<file path="src/rtl/clarke_pkg.sv">
// Shared constants, coefficient helper and FSM encoding for the Clarke transform.
// Coefficients are Q1.(COEF_W-1) values of sqrt(2/3), sqrt(1/6) and sqrt(1/2).
package clarke_pkg;

  typedef enum logic [2:0] {
    IDLE,
    MUL_A,
    MUL_B,
    MUL_H,
    HOLD
  } state_e;

  localparam real SQRT_2_3 = 0.816496580927726;
  localparam real SQRT_1_6 = 0.408248290463863;
  localparam real SQRT_1_2 = 0.707106781186548;

  localparam logic [31:0] K_A_16 = 32'h0000_6882;
  localparam logic [31:0] K_B_16 = 32'h0000_3441;
  localparam logic [31:0] K_H_16 = 32'h0000_5A82;

  function automatic logic [31:0] coef(
    input real x,
    input int  cw
  );
    real s;
    s = 1.0;
    for (int i = 1; i < cw; i++) begin
      s = s * 2.0;
    end
    return 32'($rtoi(x * s + 0.5));
  endfunction

endpackage

</file>
<file path="src/rtl/clarke_sat.sv">
// Floor shift of a wide accumulator down to an OUT_W result.
// CLARKE_SAT_EN selects clamping with a sat flag; otherwise the result wraps.
module clarke_sat
  import clarke_pkg::*;
#(
  parameter int IN_W  = 35,
  parameter int OUT_W = 16,
  parameter int SHIFT = 16
) (
  input  logic signed [IN_W-1:0]  acc_i,
  output logic signed [OUT_W-1:0] res_o,
  output logic                    sat_o
);

  logic signed [IN_W-1:0] shifted;

  assign shifted = acc_i >>> SHIFT;

`ifdef CLARKE_SAT_EN
  logic [IN_W-OUT_W:0] hi;
  logic                ovf;

  assign hi  = shifted[IN_W-1:OUT_W-1];
  // In range only when every bit above the result sign matches it
  assign ovf = !((&hi) || (~|hi));

  always_comb begin
    res_o = shifted[OUT_W-1:0];
    sat_o = 1'b0;
    if (ovf) begin
      sat_o = 1'b1;
      if (shifted[IN_W-1]) begin
        res_o = {1'b1, {(OUT_W-1){1'b0}}};
      end else begin
        res_o = {1'b0, {(OUT_W-1){1'b1}}};
      end
    end
  end
`else
  logic unused_hi;

  assign unused_hi = ^shifted[IN_W-1:OUT_W];
  assign res_o     = shifted[OUT_W-1:0];
  assign sat_o     = 1'b0;
`endif

endmodule

</file>
<file path="src/rtl/clarke_transform_seq.sv">
// Sequential power-invariant Clarke transform on one shared signed multiplier.
// Build with CLARKE_SAT_EN defined to clamp overflowing results and flag sat.
module clarke_transform_seq
  import clarke_pkg::*;
#(
  parameter int W      = 16,
  parameter int COEF_W = 16,
  parameter int TWO_PH = 0
) (
  input  logic                clk,
  input  logic                rst_n,
  input  logic                in_valid,
  output logic                in_ready,
  input  logic signed [W-1:0] i_a,
  input  logic signed [W-1:0] i_b,
  input  logic signed [W-1:0] i_c,
  output logic                out_valid,
  input  logic                out_ready,
  output logic signed [W-1:0] i_alpha,
  output logic signed [W-1:0] i_beta,
  output logic                sat
);

  localparam int AW = W + COEF_W + 3;
  localparam int PW = W + 2 + COEF_W;

  localparam logic [31:0] KA_F =
    (COEF_W == 16) ? K_A_16 : coef(SQRT_2_3, COEF_W);
  localparam logic [31:0] KB_F =
    (COEF_W == 16) ? K_B_16 : coef(SQRT_1_6, COEF_W);
  localparam logic [31:0] KH_F =
    (COEF_W == 16) ? K_H_16 : coef(SQRT_1_2, COEF_W);

  localparam logic signed [COEF_W-1:0] KA = KA_F[COEF_W-1:0];
  localparam logic signed [COEF_W-1:0] KB = KB_F[COEF_W-1:0];
  localparam logic signed [COEF_W-1:0] KH = KH_F[COEF_W-1:0];

  state_e state_q;

  logic signed [W:0]    a_q;
  logic signed [W:0]    b_q;
  logic signed [W:0]    c_q;
  logic signed [AW-1:0] acc_alpha_q;
  logic signed [AW-1:0] acc_alpha_d;
  logic signed [AW-1:0] acc_beta_q;
  logic signed [AW-1:0] acc_beta_d;
  logic                 out_valid_q;
  logic signed [W-1:0]  alpha_q;
  logic signed [W-1:0]  beta_q;
  logic                 sat_q;

  logic signed [W:0] a_in;
  logic signed [W:0] b_in;
  logic signed [W:0] c_in;

  assign a_in = {i_a[W-1], i_a};
  assign b_in = {i_b[W-1], i_b};

  generate
    if (TWO_PH != 0) begin : g_two_ph
      logic unused_c;
      assign unused_c = ^i_c;
      assign c_in     = -(a_in + b_in);
    end else begin : g_three_ph
      assign c_in = {i_c[W-1], i_c};
    end
  endgenerate

  logic signed [W+1:0]     mul_x;
  logic signed [COEF_W-1:0] mul_k;
  logic signed [PW-1:0]    prod;
  logic signed [AW-1:0]    prod_x;

  always_comb begin
    mul_x = '0;
    mul_k = '0;
    unique case (state_q)
      MUL_A: begin
        mul_x = {a_q[W], a_q};
        mul_k = KA;
      end
      MUL_B: begin
        mul_x = {b_q[W], b_q} + {c_q[W], c_q};
        mul_k = KB;
      end
      MUL_H: begin
        mul_x = {b_q[W], b_q} - {c_q[W], c_q};
        mul_k = KH;
      end
      default: begin
        mul_x = '0;
        mul_k = '0;
      end
    endcase
  end

  assign prod   = PW'(mul_x) * PW'(mul_k);
  assign prod_x = AW'(prod);

  always_comb begin
    acc_alpha_d = acc_alpha_q;
    acc_beta_d  = acc_beta_q;
    unique case (state_q)
      MUL_A:   acc_alpha_d = prod_x;
      MUL_B:   acc_alpha_d = acc_alpha_q - prod_x;
      MUL_H:   acc_beta_d  = prod_x;
      default: acc_alpha_d = acc_alpha_q;
    endcase
  end

  logic signed [W-1:0] alpha_r;
  logic signed [W-1:0] beta_r;
  logic                sat_a;
  logic                sat_b;

  clarke_sat #(
    .IN_W  (AW),
    .OUT_W (W),
    .SHIFT (COEF_W)
  ) u_sat_alpha (
    .acc_i (acc_alpha_q),
    .res_o (alpha_r),
    .sat_o (sat_a)
  );

  // Beta is formatted straight from the MUL_H product so it lands with alpha
  clarke_sat #(
    .IN_W  (AW),
    .OUT_W (W),
    .SHIFT (COEF_W)
  ) u_sat_beta (
    .acc_i (acc_beta_d),
    .res_o (beta_r),
    .sat_o (sat_b)
  );

  always_ff @(posedge clk or negedge rst_n) begin
    if (!rst_n) begin
      state_q     <= IDLE;
      a_q         <= '0;
      b_q         <= '0;
      c_q         <= '0;
      acc_alpha_q <= '0;
      acc_beta_q  <= '0;
      out_valid_q <= 1'b0;
      alpha_q     <= '0;
      beta_q      <= '0;
      sat_q       <= 1'b0;
    end else begin
      unique case (state_q)
        IDLE: begin
          if (in_valid) begin
            a_q         <= a_in;
            b_q         <= b_in;
            c_q         <= c_in;
            acc_alpha_q <= '0;
            acc_beta_q  <= '0;
            state_q     <= MUL_A;
          end
        end
        MUL_A: begin
          acc_alpha_q <= acc_alpha_d;
          state_q     <= MUL_B;
        end
        MUL_B: begin
          acc_alpha_q <= acc_alpha_d;
          state_q     <= MUL_H;
        end
        MUL_H: begin
          acc_beta_q  <= acc_beta_d;
          alpha_q     <= alpha_r;
          beta_q      <= beta_r;
          sat_q       <= sat_a | sat_b;
          out_valid_q <= 1'b1;
          state_q     <= HOLD;
        end
        HOLD: begin
          if (out_ready) begin
            out_valid_q <= 1'b0;
            state_q     <= IDLE;
          end
        end
        default: begin
          out_valid_q <= 1'b0;
          state_q     <= IDLE;
        end
      endcase
    end
  end

  assign in_ready  = rst_n & (state_q == IDLE);
  assign out_valid = out_valid_q;
  assign i_alpha   = alpha_q;
  assign i_beta    = beta_q;
  assign sat       = sat_q;

endmodule

</file>
<file path="config.mk">
export PLATFORM = sky130hd
export DESIGN_NAME = clarke_transform_seq
export DESIGN_NICKNAME = d
export VERILOG_FILES = /design/src/rtl/clarke_pkg.sv /design/src/rtl/clarke_sat.sv /design/src/rtl/clarke_transform_seq.sv
export SDC_FILE = /design/constraint.sdc
export NUM_CORES = 1
export LEC_CHECK = 0
export CORE_MARGIN = 2
export CORE_UTILIZATION = 39
export DETAILED_ROUTE_END_ITERATION = 7
export PLACE_DENSITY_LB_ADDON = 0.25
export SLEW_MARGIN = 20
export SYNTH_ARGS = -nofsm -noshare
export SYNTH_HDL_FRONTEND = slang
export SYNTH_SLANG_ARGS = --single-unit
</file>
<file path="constraint.sdc">
create_clock -name clk -period 10 [get_ports clk]
set_input_delay 3 -clock clk [delete_from_list [all_inputs] [get_ports clk]]
set_output_delay 3 -clock clk [all_outputs]
set_load 0.1 [all_outputs]
</file>
# Word-level counts from Yosys, hierarchy flattened
# Cells that the tools add are included.
# totals
input_bits	52
output_inout_bits	35
reg_bits	119
word_cells	38
# op_classes
muxes	10
n_reduce_logical	8
n_mul	1
bitwise	2
n_eq_ne	6
addsub	3
# ops
operator	count
$mux W35	2
$pmux W35 S2	1
$pmux W18 S3	1
$pmux W15 S3	1
$sub A35 B34 Y35	1
$mul A18 B16 Y34	1
$add A16 B16 Y17	1
$sub A16 B16 Y17	1
$pmux W3 S5	1
$reduce_and A2 Y1	4
$eq A3 B2 Y1 const B	2
$mux W3	2
$ne A2 B2 Y1 const B	2
$eq A3 B1 Y1 const B	1
$eq A3 B3 Y1 const B	1
$logic_not A3 Y1	1
$pmux W1 S3	1
$reduce_or A3 Y1	1
$reduce_bool A2 Y1	1
$reduce_or A2 Y1	1
$and A1 B1 Y1	1
$mux W1	1
$not A1 Y1	1

# Longest topological paths before layout
# Gate-level depths: netlist (run 1).
# logic_depth
ltp_word	6
ltp_mapped	49
mapped_depth_nobuf	46

# By module
# From an unflattened synthesis (run 1), not the netlist that was laid out.
# hier_totals
cells_unflattened	1912
hier_area_um2	17137.7
# by_module_without_submodules
mod	cells_each	area_per_inst_um2	instances
clarke_transform_seq	1876	16874.9	1
clarke_sat	18	131.4	2

# Worst setup path after synthesis (run 1)
# OpenSTA, ideal clock, no wires.
# synth_timing
path_kind	reg-to-reg
start	register state_q[2]
end	register acc_alpha_q[29]
t_required_ns	9.931
path_slack_ns	-0.694
period_less_slack_ns	10.694
t_arrival_ns	10.625
n_path_buf	4
stages_incl_launch_ff	46
cell_sequence	dfrtp_1 -> clkbuf_1 -> nand2b_1 -> clkbuf_1 -> nor2_1 -> clkbuf_1 -> mux2i_1 -> fa_1 -> a211oi_1 -> o21ai_1 -> a31oi_1 -> nor2b_1 -> o21a_1 -> o21a_1 -> a31o_1 -> xnor2_1 -> nor2_1 -> nor2_1 -> [... 10 more ...] -> ha_1 -> clkbuf_1 -> and4_1 -> nand2_1 -> a211o_1 -> a21boi_1 -> a21oi_1 -> xor2_1 -> ha_1 -> inv_1 -> or3_2 -> o211ai_2 -> a21o_2 -> a31o_1 -> maj3_2 -> maj3_2 -> or4b_1 -> nand3_1
# synth_between
elab_chain_cells	6
elab_cells_between_ends	14
classes_between	add/sub (1); mul (1); eq/ne (4); mux (4); reduce/logical (4)
# synth_lines
element	line_no	source
start, declared	clarke_transform_seq.sv:38	state_e state_q;
start signal, assigned	clarke_transform_seq.sv:139	state_q <= IDLE;
start signal, assigned	clarke_transform_seq.sv:158	state_q <= MUL_A;
start signal, assigned	clarke_transform_seq.sv:163	state_q <= MUL_B;
$eq A3 B2 Y1, or another cell as far along	clarke_transform_seq.sv:77	unique case (state_q)
$pmux W18 S3 / $pmux W15 S3 (equally long branches)	clarke_transform_seq.sv:77	
$mul A18 B16 Y34	clarke_transform_seq.sv:97	assign prod = PW'(mul_x) * PW'(mul_k);
$sub A35 B34 Y35	clarke_transform_seq.sv:105	MUL_B: acc_alpha_d = acc_alpha_q - prod_x;
$mux W35	n/a	
$pmux W35 S2	clarke_transform_seq.sv:150	unique case (state_q)
end signal, assigned	clarke_transform_seq.sv:162	acc_alpha_q <= acc_alpha_d;
end signal, assigned	clarke_transform_seq.sv:166	acc_alpha_q <= acc_alpha_d;
end, declared	clarke_transform_seq.sv:43	logic signed [AW-1:0] acc_alpha_q;
# Parallel ways exist; a longest one is shown, timed or not.
# A chain may end at the register's enable or synchronous reset.

# Final worst setup path (run 1)
# layout_timing
start	register c_q[2]
end	register acc_alpha_q[29]
# layout_between
elab_chain_cells	6
elab_cells_between_ends	7
classes_between	add/sub (3); mul (1); mux (3)
# layout_lines
element	line_no	source
start, declared	clarke_transform_seq.sv:42	logic signed [W:0] c_q;
start signal, assigned	clarke_transform_seq.sv:155	c_q <= c_in;
$sub A16 B16 Y17 / $add A16 B16 Y17 (equally long branches)	clarke_transform_seq.sv:87, clarke_transform_seq.sv:83	
$pmux W18 S3 *	clarke_transform_seq.sv:77	
$mul A18 B16 Y34 *	clarke_transform_seq.sv:97	
$sub A35 B34 Y35	clarke_transform_seq.sv:105	
$mux W35 *	n/a	
$pmux W35 S2 *	clarke_transform_seq.sv:150	
# Every way passes the cells marked *; elsewhere a longest branch is shown, timed or not.

==> flow_metrics.env, run 1 <==
export IMPL_status="completed"
export IMPL_dr_pass1_iters=5
export IMPL_cts_buffer_depth=2
export IMPL_drive_gt1_frac=0.232
export IMPL_ys_flop_type="dfrtp_1"
export IMPL_maxSlewViolCount=0
export IMPL_ys_async_sr_fraction=1.00
export IMPL_dp_slack_ps=-261
export IMPL_synth_distinct_cells=87
export IMPL_syn2layout_area_growth_pct=27.9
export IMPL_drtAntennaViolNets=0
export IMPL_finalCriticalPeriod_ps=9740
export IMPL_cts_clk_slew_worst_paths_ps=60
export IMPL_relSlewSlack=0.336
export IMPL_place_congestion=0.904
export IMPL_worstPathArrival_ps=10110
export IMPL_coreArea_sq_um=36400
export IMPL_fp_dieW_microns=196
export IMPL_grt_max_degree=67
export IMPL_grt_total_usage=0.191
export IMPL_worstPathMaxFanout=5
export IMPL_die_y_microns=196
export IMPL_avgSynthCellArea_sq_um=9.24
export IMPL_fmax_mhz=103
export IMPL_syn_num_nets=1940
export IMPL_met3_length_mm=1.19
export IMPL_start_util=0.395
export IMPL_yosysWarningCount=0
export IMPL_ios=87
export IMPL_synth_largest_area_cell="fa_1"
export IMPL_rsz0062_at_grt="yes"
export IMPL_cts_tree="yes"
export IMPL_synth_edff_count=0
export IMPL_antenna_found_initial=0
export IMPL_rows=70
export IMPL_dr_total_vias=11400
export IMPL_clock_sinks=116
export IMPL_synthTopCellsByArea="fa_1 (21%), dfrtp_1 (20%), ha_1 (16%), inv_1 (7.5%), nand2_1 (3.8%)"
export IMPL_grt_pass1_vias=11660
export IMPL_diodes=0
export IMPL_wl_mm=35.9
export IMPL_min_period_over_period=0.974
export IMPL_cts_made_buffers=17
export IMPL_fin_skew_ps=12.2
export IMPL_syn_cell_area_sq_um=14400
export IMPL_port_buffers=85
export IMPL_htree_levels=4
export IMPL_slowest_delay_ps=520
export IMPL_cts_hold_buf=0
export IMPL_fillers=3408
export IMPL_setup_tns_ps=0
export IMPL_worstHoldPathType="reg2reg"
export IMPL_grt_pass1_wl_mm=58.6
export IMPL_routed_top_layer="met4"
export IMPL_post_route_drc_count=0
export IMPL_synthCells=1556
export IMPL_clk_latency_ps=450
export IMPL_ys_seq_area_frac=0.202
export IMPL_worst_hold_path_num_cells=2
export IMPL_finalHoldViolCount=0
export IMPL_critPathKind="reg2reg"
export IMPL_hpwl_mm=28.8
export IMPL_routedWlPerCell_microns=15.7
export IMPL_end_kind="flip-flop"
export IMPL_layout_nets=2188
export IMPL_cp_data_required_time_ps=10370
export IMPL_netlist_area_leader_share=0.213
export IMPL_vias_per_cell=4.99
export IMPL_reg2reg_depth=45
export IMPL_cp_slowest_cell="or4b_1"
export IMPL_start_kind="flip-flop"
export IMPL_setup_viol=0
export IMPL_maxCapViolCount=0
export IMPL_clockRootBuffer="clkbuf_16"
export IMPL_dieArea_sq_um=38400
export IMPL_wl_met1_mm=16.9
export IMPL_crit_buf_inv=9
export IMPL_path_depth=45
export IMPL_tightest_slew_ps=994
export IMPL_critPathTopFamily="adder cells"
export IMPL_drtIter0Drc=492
export IMPL_ys_ff_latch=116
export IMPL_layout_setup_ws_ps=260
export IMPL_wl_met2_mm=16.9
export IMPL_gr_total_overflow=0
final timing paths:
kind                                         from  slack [ps]                     endpoint
setup / recovery               c_q[2]$_DFFE_PN0P_         260  acc_alpha_q[29]$_DFFE_PN0P_
hold / removal             i_alpha[9]$_DFFE_PN0P_         470       i_alpha[9]$_DFFE_PN0P_
setup reg to reg               c_q[2]$_DFFE_PN0P_         260  acc_alpha_q[29]$_DFFE_PN0P_
max in group asynchronous                   rst_n        6050       i_beta[11]$_DFFE_PN0P_
hold reg to reg            i_alpha[9]$_DFFE_PN0P_         470       i_alpha[9]$_DFFE_PN0P_
min in group asynchronous                   rst_n        2600        out_valid$_DFFE_PN0P_
cell usage after synthesis (all sizes together) (10+ instances only):
cell type    n
and2        12
nand3       15
o21a        10
o221ai      21
a21o        20
nor2        85
nor2b       11
nand2      149
nor3        21
o21ai       76
ha         179
mux2        42
clkbuf      34
inv        290
nand2b      17
fa         153
xnor2       52
dfrtp      116
xor2        39
a21oi       69
metrics by stage:
| step | cell area [sq um] | std cells | utilization | hold WS (ps) |
|---|---|---|---|---|
| 2_1_floorplan | 14400 | 1556 | - | 450 |
| 4_1_cts | 17300 | 2238 | 0.475 | 476 |
| 5_1_grt | 18400 | 2285 | 0.505 | 491 |
| 3_3_place_gp | 16700 | 2204 | 0.457 | 458 |
| 3_5_place_dp | 16700 | 2204 | 0.457 | 462 |
| 6_report | 18400 | 2285 | 0.505 | 470 |
layout make-up:
type | count | area, sq um | area share
Clock inverter | 14 | 128 | 0.00694
Tap cell | 468 | 586 | 0.0319
Multi-Input combinational cell | 1108 | 11000 | 0.596
Sequential cell | 116 | 2900 | 0.158
Inverter | 291 | 1100 | 0.0596
Timing Repair Buffer | 270 | 2280 | 0.124
Clock buffer | 18 | 439 | 0.0239
flip-flops by register name (all words and copies together) (netlist names):
name	count
a_q	16
acc_alpha_q	32
b_q	16
c_q	16
i_alpha	16
i_beta	16
out_valid	1
state_q	3
what timing repair did:
| item | 4_1_cts | 5_1_grt |
|---|---|---|
| gates cloned | 0 | 0 |
| setup endpoints to repair | 2 | 6 |
| pin swaps | 8 | 142 |
| resized for setup | 21 | 143 |
| buffers inserted | 2 | 48 |
per-layer routing:
| layer | GRT usage | vias to the layer above |
|---|---|---|
| li1 | - | 5618 |
| met5 | 0 | - |
| met2 | 0.321 | 219 |
| met1 | 0.258 | 5509 |
| met4 | 0.0575 | 0 |
| met3 | 0.0256 | 54 |
worst reg2reg max path, delay by kind of cell, from the launching register on:
kind	cells	cell delay [ps]
adder cells (fa/ha/maj)	10	3750
AND/OR/NAND/NOR	12	2210
AO/OA/AOI/OAI	11	2000
buffers and inverters	9	780
XOR/XNOR	3	560
flip-flops	1	370
cell usage in the layout (no fill, tap or decap), types with 7 or more instances in the layout:
master,instances
a21o_1,19
inv_1,274
nand3_1,14
mux2_2,42
nor3_1,14
nor2_1,70
buf_6,11
ha_4,19
or2_2,7
fa_1,149
xnor2_2,7
buf_4,175
and3_1,7
dfrtp_1,115
xor2_1,36
clkbuf_16,17
o221ai_1,20
ha_1,156
or3_1,7
inv_2,15
nor2_2,10
o21ai_0,56
nand2b_1,15
o21ai_1,12
xnor2_1,45
a21oi_1,51
nor2b_1,10
a21oi_2,17
clkdlybuf4s50_1,84
o21a_1,10
o21ai_2,7
nand2_1,143
o211ai_1,7
and2_1,9
kinds of logic (layout without fill, tap and decap cells):
kind of cell / count (synthesis) / in the layout / synth area share
AND/OR/NAND/NOR: 359 / 359 / 0.115
AO/OA/AOI/OAI: 275 / 275 / 0.128
XOR/XNOR: 91 / 91 / 0.0565
buffers and inverters: 332 / 593 / 0.0910
flip-flops: 116 / 116 / 0.202
other: 1 / 1 / 0.000261
multiplexers: 46 / 46 / 0.0357
adder cells (fa/ha/maj): 336 / 336 / 0.372
Power of run 1 is not shown: default switching activity piles up to over one toggle a cycle in this logic, so the estimate is an artifact.
==> inputs of run 2 (changes only) <==
CAP_MARGIN = 10   (was unset)
DONT_BUFFER_PORTS = 1   (was unset)
==> run 2 against run 1 <==
Non-clock buffer count decreased by 79. Final area decreased by 4.4%. Cell count decreased by 3.4%. Sequential share of layout area increased by 0.72 points. Critical path depth decreased by 6. Via count decreased by 2.6%. Critical path type unchanged. Highest routed layer is now met5.
==> flow_metrics.env, run 2 (synthesis gave the netlist of run 1 again) <==
export IMPL_reg2reg_depth=39
export IMPL_syn2layout_area_growth_pct=22.3
export IMPL_cts_clk_slew_worst_paths_ps=60
export IMPL_port_buffers=0
export IMPL_finalHoldViolCount=0
export IMPL_status="completed"
export IMPL_cts_buffer_depth=2
export IMPL_end_kind="flip-flop"
export IMPL_layout_common_cells="inv_1 (276), buf_4 (186), ha_1 (159), fa_1 (144), nand2_1 (140)"
export IMPL_drive_gt1_frac=0.247
export IMPL_grt_total_usage=0.191
export IMPL_clockRootBuffer="clkbuf_16"
export IMPL_grt_max_degree=118
export IMPL_relSlewSlack=0.342
export IMPL_dr_total_vias=11107
export IMPL_start_util=0.395
export IMPL_layout_setup_ws_ps=263
export IMPL_cp_data_required_time_ps=10370
export IMPL_clk_latency_ps=430
export IMPL_post_route_drc_count=0
export IMPL_routedWlPerCell_microns=16.4
export IMPL_wl_mm=36.3
export IMPL_htree_levels=4
export IMPL_crit_end="acc_alpha_q[29]$_DFFE_PN0P_"
export IMPL_utilization=0.482
export IMPL_die_y_microns=196
export IMPL_largest_reg_flops=32
export IMPL_cts_tree="yes"
export IMPL_place_congestion=0.907
export IMPL_grt_pass1_wl_mm=58.6
export IMPL_fin_skew_ps=11.9
export IMPL_rows=70
export IMPL_worstHoldPathType="reg2reg"
export IMPL_cp_slowest_cell="fa_1"
export IMPL_setup_viol=0
export IMPL_min_period_over_period=0.974
export IMPL_slowest_delay_ps=550
export IMPL_r2r_slack_ps=260
export IMPL_drtIter0Drc=477
export IMPL_worst_hold_path_num_cells=2
export IMPL_hpwl_mm=28.8
export IMPL_clock_sinks=116
export IMPL_fp_dieW_microns=196
export IMPL_drtAntennaViolNets=0
export IMPL_critPathMostFrequentCell="inv_1"
export IMPL_coreArea_sq_um=36400
export IMPL_critPathKind="reg2reg"
export IMPL_top_register="acc_alpha_q"
export IMPL_worstPathArrival_ps=10100
export IMPL_start_kind="flip-flop"
export IMPL_cp_startpoint="c_q[2]$_DFFE_PN0P_"
export IMPL_rsz0062_at_grt="yes"
export IMPL_antenna_found_initial=6
export IMPL_cts_hold_buf=0
export IMPL_dieArea_sq_um=38400
export IMPL_gr_total_overflow=0
export IMPL_r2r_start="c_q[2]$_DFFE_PN0P_"
export IMPL_cts_made_buffers=17
export IMPL_worst_r2r_endpoint="acc_alpha_q[29]$_DFFE_PN0P_"
export IMPL_final_common_cell="inv_1"
export IMPL_dr_pass1_iters=4
export IMPL_ios=87
export IMPL_tightest_slew_ps=994
export IMPL_maxSlewViolCount=0
export IMPL_layout_nets=2109
export IMPL_worstPathMaxFanout=4
export IMPL_vias_per_cell=5.03
export IMPL_maxCapViolCount=0
export IMPL_fmax_mhz=103
export IMPL_fillers=3455
export IMPL_grt_pass1_vias=11531
export IMPL_finalCriticalPeriod_ps=9740
export IMPL_dp_slack_ps=-345
run 2: cell count changes in the layout (fill, tap and decap cells not counted), sizes merged:
| cell | delta |
|---|---|
| buf | +5 |
| bufinv | +2 |
| clkbuf | +2 |
| clkdlybuf4s50 | -84 |
| diode | +2 |
| inv | -4 |
run 2: per-layer routing:
layer | vias to the layer above | GRT usage | share of wire
li1 | 5470 | - | -
met1 | 5381 | 0.256 | 0.47
met2 | 207 | 0.318 | 0.47
met3 | 41 | 0.0413 | 0.045
met4 | 8 | 0.0435 | 0.016
met5 | - | 0 | 0.0013
run 2: layout make-up:
| class | instances | area, sq um | area share |
|---|---|---|---|
| timing repair buffer | 191 | 1450 | 0.0826 |
| multi-input combinational | 1108 | 10900 | 0.621 |
| clock buffer | 20 | 457 | 0.0260 |
| tap | 468 | 586 | 0.0333 |
| inverter | 291 | 1100 | 0.0626 |
| antenna | 2 | 5.00 | 0.000285 |
| clock inverter | 12 | 154 | 0.00876 |
| sequential | 116 | 2900 | 0.165 |
run 2: how the worst min path moves through the flow:
stage | startpoint | endpoint
floorplan | acc_alpha_q[0]$_DFFE_PN0P_ | acc_alpha_q[0]$_DFFE_PN0P_
global route | acc_alpha_q[9]$_DFFE_PN0P_ | acc_alpha_q[9]$_DFFE_PN0P_
finish | acc_alpha_q[0]$_DFFE_PN0P_ | acc_alpha_q[0]$_DFFE_PN0P_
global placement | acc_alpha_q[0]$_DFFE_PN0P_ | acc_alpha_q[0]$_DFFE_PN0P_
detailed placement | acc_alpha_q[0]$_DFFE_PN0P_ | acc_alpha_q[0]$_DFFE_PN0P_
CTS | acc_alpha_q[0]$_DFFE_PN0P_ | acc_alpha_q[0]$_DFFE_PN0P_
run 2: critical path: cells and delay by family (launching register included):
kind / cells / cell delay [ps]
and+or+nand+nor: 10 / 2100
AOI/OAI and AO/OA: 9 / 1830
adders and majority gates: 11 / 4260
buffers and inverters: 6 / 440
DFF: 1 / 380
xor gates and xnor gates: 3 / 630
run 2: per-stage QoR:
stage | instances | hold WS (ps) | area (sq um) | setup TNS (ps)
3_5_place_dp | 2129 | 472 | 15900 | -672
6_report | 2208 | 483 | 17600 | 0
3_3_place_gp | 2129 | 463 | 15900 | -135
4_1_cts | 2165 | 486 | 16600 | 0
5_1_grt | 2206 | 510 | 17600 | -499
2_1_floorplan | 1556 | 450 | 14400 | 0
run 2: timing repair:
item                       4_1_cts  5_1_grt
hold endpoints to repair         0        0
gates resized for setup         14      149
setup endpoints to repair        4        6
setup buffers                    4       43
pin swaps                        4      129
Power of run 2 is left out for the same reason.
==> inputs of run 3 (changes only) <==
--- a/config.mk
+++ b/config.mk
@@ -7,3 +7,2 @@
 export LEC_CHECK = 0
-export CAP_MARGIN = 10
 export CORE_MARGIN = 2
--- a/constraint.sdc
+++ b/constraint.sdc
@@ -3,2 +3,2 @@
 set_output_delay 3 -clock clk [all_outputs]
-set_load 0.1 [all_outputs]
+set_load 0.005 [all_outputs]
==> results of run 3 <==
Same layout as run 2 (identical final DEF). Status: completed.
Power of run 3 is left out for the same reason.
==> variant, RTL diff (flow settings as in run 1) <==
Build with the macro `CLARKE_SAT_EN` defined.
--- a/src/rtl/clarke_sat.sv
+++ b/src/rtl/clarke_sat.sv
@@ -1,5 +1,7 @@
 // Floor shift of a wide accumulator down to an OUT_W result.
 // CLARKE_SAT_EN selects clamping with a sat flag; otherwise the result wraps.
+`define CLARKE_SAT_EN
+
 module clarke_sat
   import clarke_pkg::*;
 #(
Behaviour: no difference found for any inputs over 4 cycles, from zero or initial values and one cycle with rst_n low; that may be too few to reach the edited logic, so the function may still have changed.
==> variant against run 1 <==
The run now ends with negative setup slack left; worst hold slack better by 14 ps; count of clock-buffer cells in the layout grew 3; sequential cell count grew 4; fmax down 5.9%; synthesized area increased by 6.0%; utilization rose by 2.3 points; worst setup slack worse by 610 ps; cell area rose by 11%; wire length increased by 15%.
Power is left out: the tool's default activity adds up to more than one toggle a clock period on the data nets, which glitch-free logic cannot reach.
==> variant: results (changes against run 1) <==
| Metric | Value |
|---|---|
| Fin Setup TNS | `-882 ps (-882 ps)` |
| Worst path slowest cell | `fa_1` |
| Most frequent cells after synthesis | `348 x inv_1, 184 x ha_1, 163 x fa_1` |
| 1st-iter DRT viols | `498 (+1.2%)` |
| Max reg flops | `35 (+9.4%)` |
| RePlAce Congestion | `0.901 (-0.29%)` |
| Dpl cell area | `0.0187 mm2 (+12%)` |
| Initial antenna violation count | `0 (unchanged)` |
| DP HPWL | `33300 um (+16%)` |
| Post-synthesis sequential area ratio | `19.7% (-0.49 points)` |
| Slowest stage delay, CP | `510 ps` |
| Avg WL per Cell | `16.0 um (+1.9%)` |
| Critical register-to-register path endpoint | `acc_alpha_q[34]` |
| GRT Resource Usage Total | `21.2% (+2.1 points)` |
| FF-to-FF path depth | `47 (+4.4%)` |
| Largest net degree at the start of global routing | `64 (-4.5%)` |
| CP Data Arrival Time | `10690 ps (+580 ps)` |
| Fill count | `3538 (+3.8%)` |
| Final setup margin | `-352 ps (-612 ps)` |
| Hold path depth | `2 (unchanged)` |
| Cell variety after synth | `76 (-13%)` |
| Status | `finished with violations` |
| Layout Nets | `2440 (+12%)` |
| Clock Skews | `13.3 ps (+1.09 ps)` |
| Slew @ Worst Pin | `1040 ps (+44.3 ps)` |
| Synth area leaders | `fa_1 21%, dfrtp_1 20%, ha_1 15%` |
| Failing checks | `negative setup slack` |
| Critical R2R Launch | `state_q[2]` |
| Pre-antenna DRT Iters | `5 (unchanged)` |
| Setup violators final | `3 (+3)` |
| Hold_sp | `acc_alpha_q[0]` |
| Share of cells above drive strength 1 | `27.1% (+3.9 points)` |
| First-pass GRT wire length | `68900 um (+17%)` |
| Asr flop ratio synth | `100% (unchanged)` |
| Syn nets | `2084 (+7.4%)` |
| CTS clk-pin slew, worst paths | `60 ps (about the same)` |
| Hold_ws | `484 ps (+14.5 ps)` |
| Hold EP | `acc_alpha_q[0]` |
| CP Max Fanout | `4 (-1)` |
| Vias in the first global route | `13848 (+19%)` |
| Via density | `5.04 (+0.93%)` |
| IO Port Bufs | `86 (+1.2%)` |
==> variant: cell type report <==
cell class | count | area, um2 | area share (%)
clock inverter | 11 | 123 | 0.601
timing repair buffer | 380 | 3100 | 15.2
multi-input combinational | 1174 | 11800 | 57.6
tap | 518 | 648 | 3.18
inverter | 348 | 1310 | 6.41
clock buffer | 21 | 460 | 2.26
sequential | 120 | 3000 | 14.7
==> variant: stage by stage <==
| step | setup slack [ps] | std cells |
|---|---|---|
| floorplan | -341 | 1685 |
| global placement | -321 | 2491 |
| detailed placement | -585 | 2491 |
| CTS | -463 | 2545 |
| global route | -858 | 2572 |
| finish | -352 | 2572 |
==> variant: worst max path at each step <==
| stage | start | endpoint | slack [ps] | cells after the start |
|---|---|---|---|---|
| detailed placement | state_q[2] | acc_alpha_q[34] | -590 | 45 |
| global route | state_q[2] | acc_alpha_q[32] | -860 | 50 |
| finish | state_q[2] | acc_alpha_q[34] | -350 | 47 |
| floorplan | state_q[2] | acc_alpha_q[34] | -340 | 46 |
| global placement | state_q[2] | acc_alpha_q[34] | -320 | 45 |
| CTS | state_q[2] | acc_alpha_q[34] | -460 | 47 |
==> variant: repair_timing <==
action                                  4_1_cts  5_1_grt
endpoints found under the setup margin        8       31
gates resized for setup                      38      124
setup buffers                                23       29
hold buffers                                  0        0
pin swaps                                    33      116
==> variant: cells by family (layout without fill, tap and decap cells) <==
family	count (synthesis)	after routing	synth area share [%]
xor+xnor	86	86	4.94
mux	46	46	3.39
flops	120	120	19.7
fa+ha+maj	350	350	36.7
simple gates	352	352	10.3
compound gates	340	340	15.2
buf+inv	391	760	9.64
==> variant: worst max-delay path: cells and delay by family (launching register included) <==
kind,cells,cell delay [ps]
AOI/OAI and AO/OA,20,3140
xor gates and xnor gates,1,150
adders and majority gates,11,4080
buffers and inverters,6,490
DFF,1,390
muxes,1,260
and+or+nand+nor,8,1720
==> variant: per-layer routing <==
layer  track usage, %  up-vias  share of wire [%]
met4             5.83        0                1.6
li1                 -     6283                  -
met3             2.87       38                2.9
met1             27.8     6443                 46
met2             36.6      187                 49
met5                0        -                  0
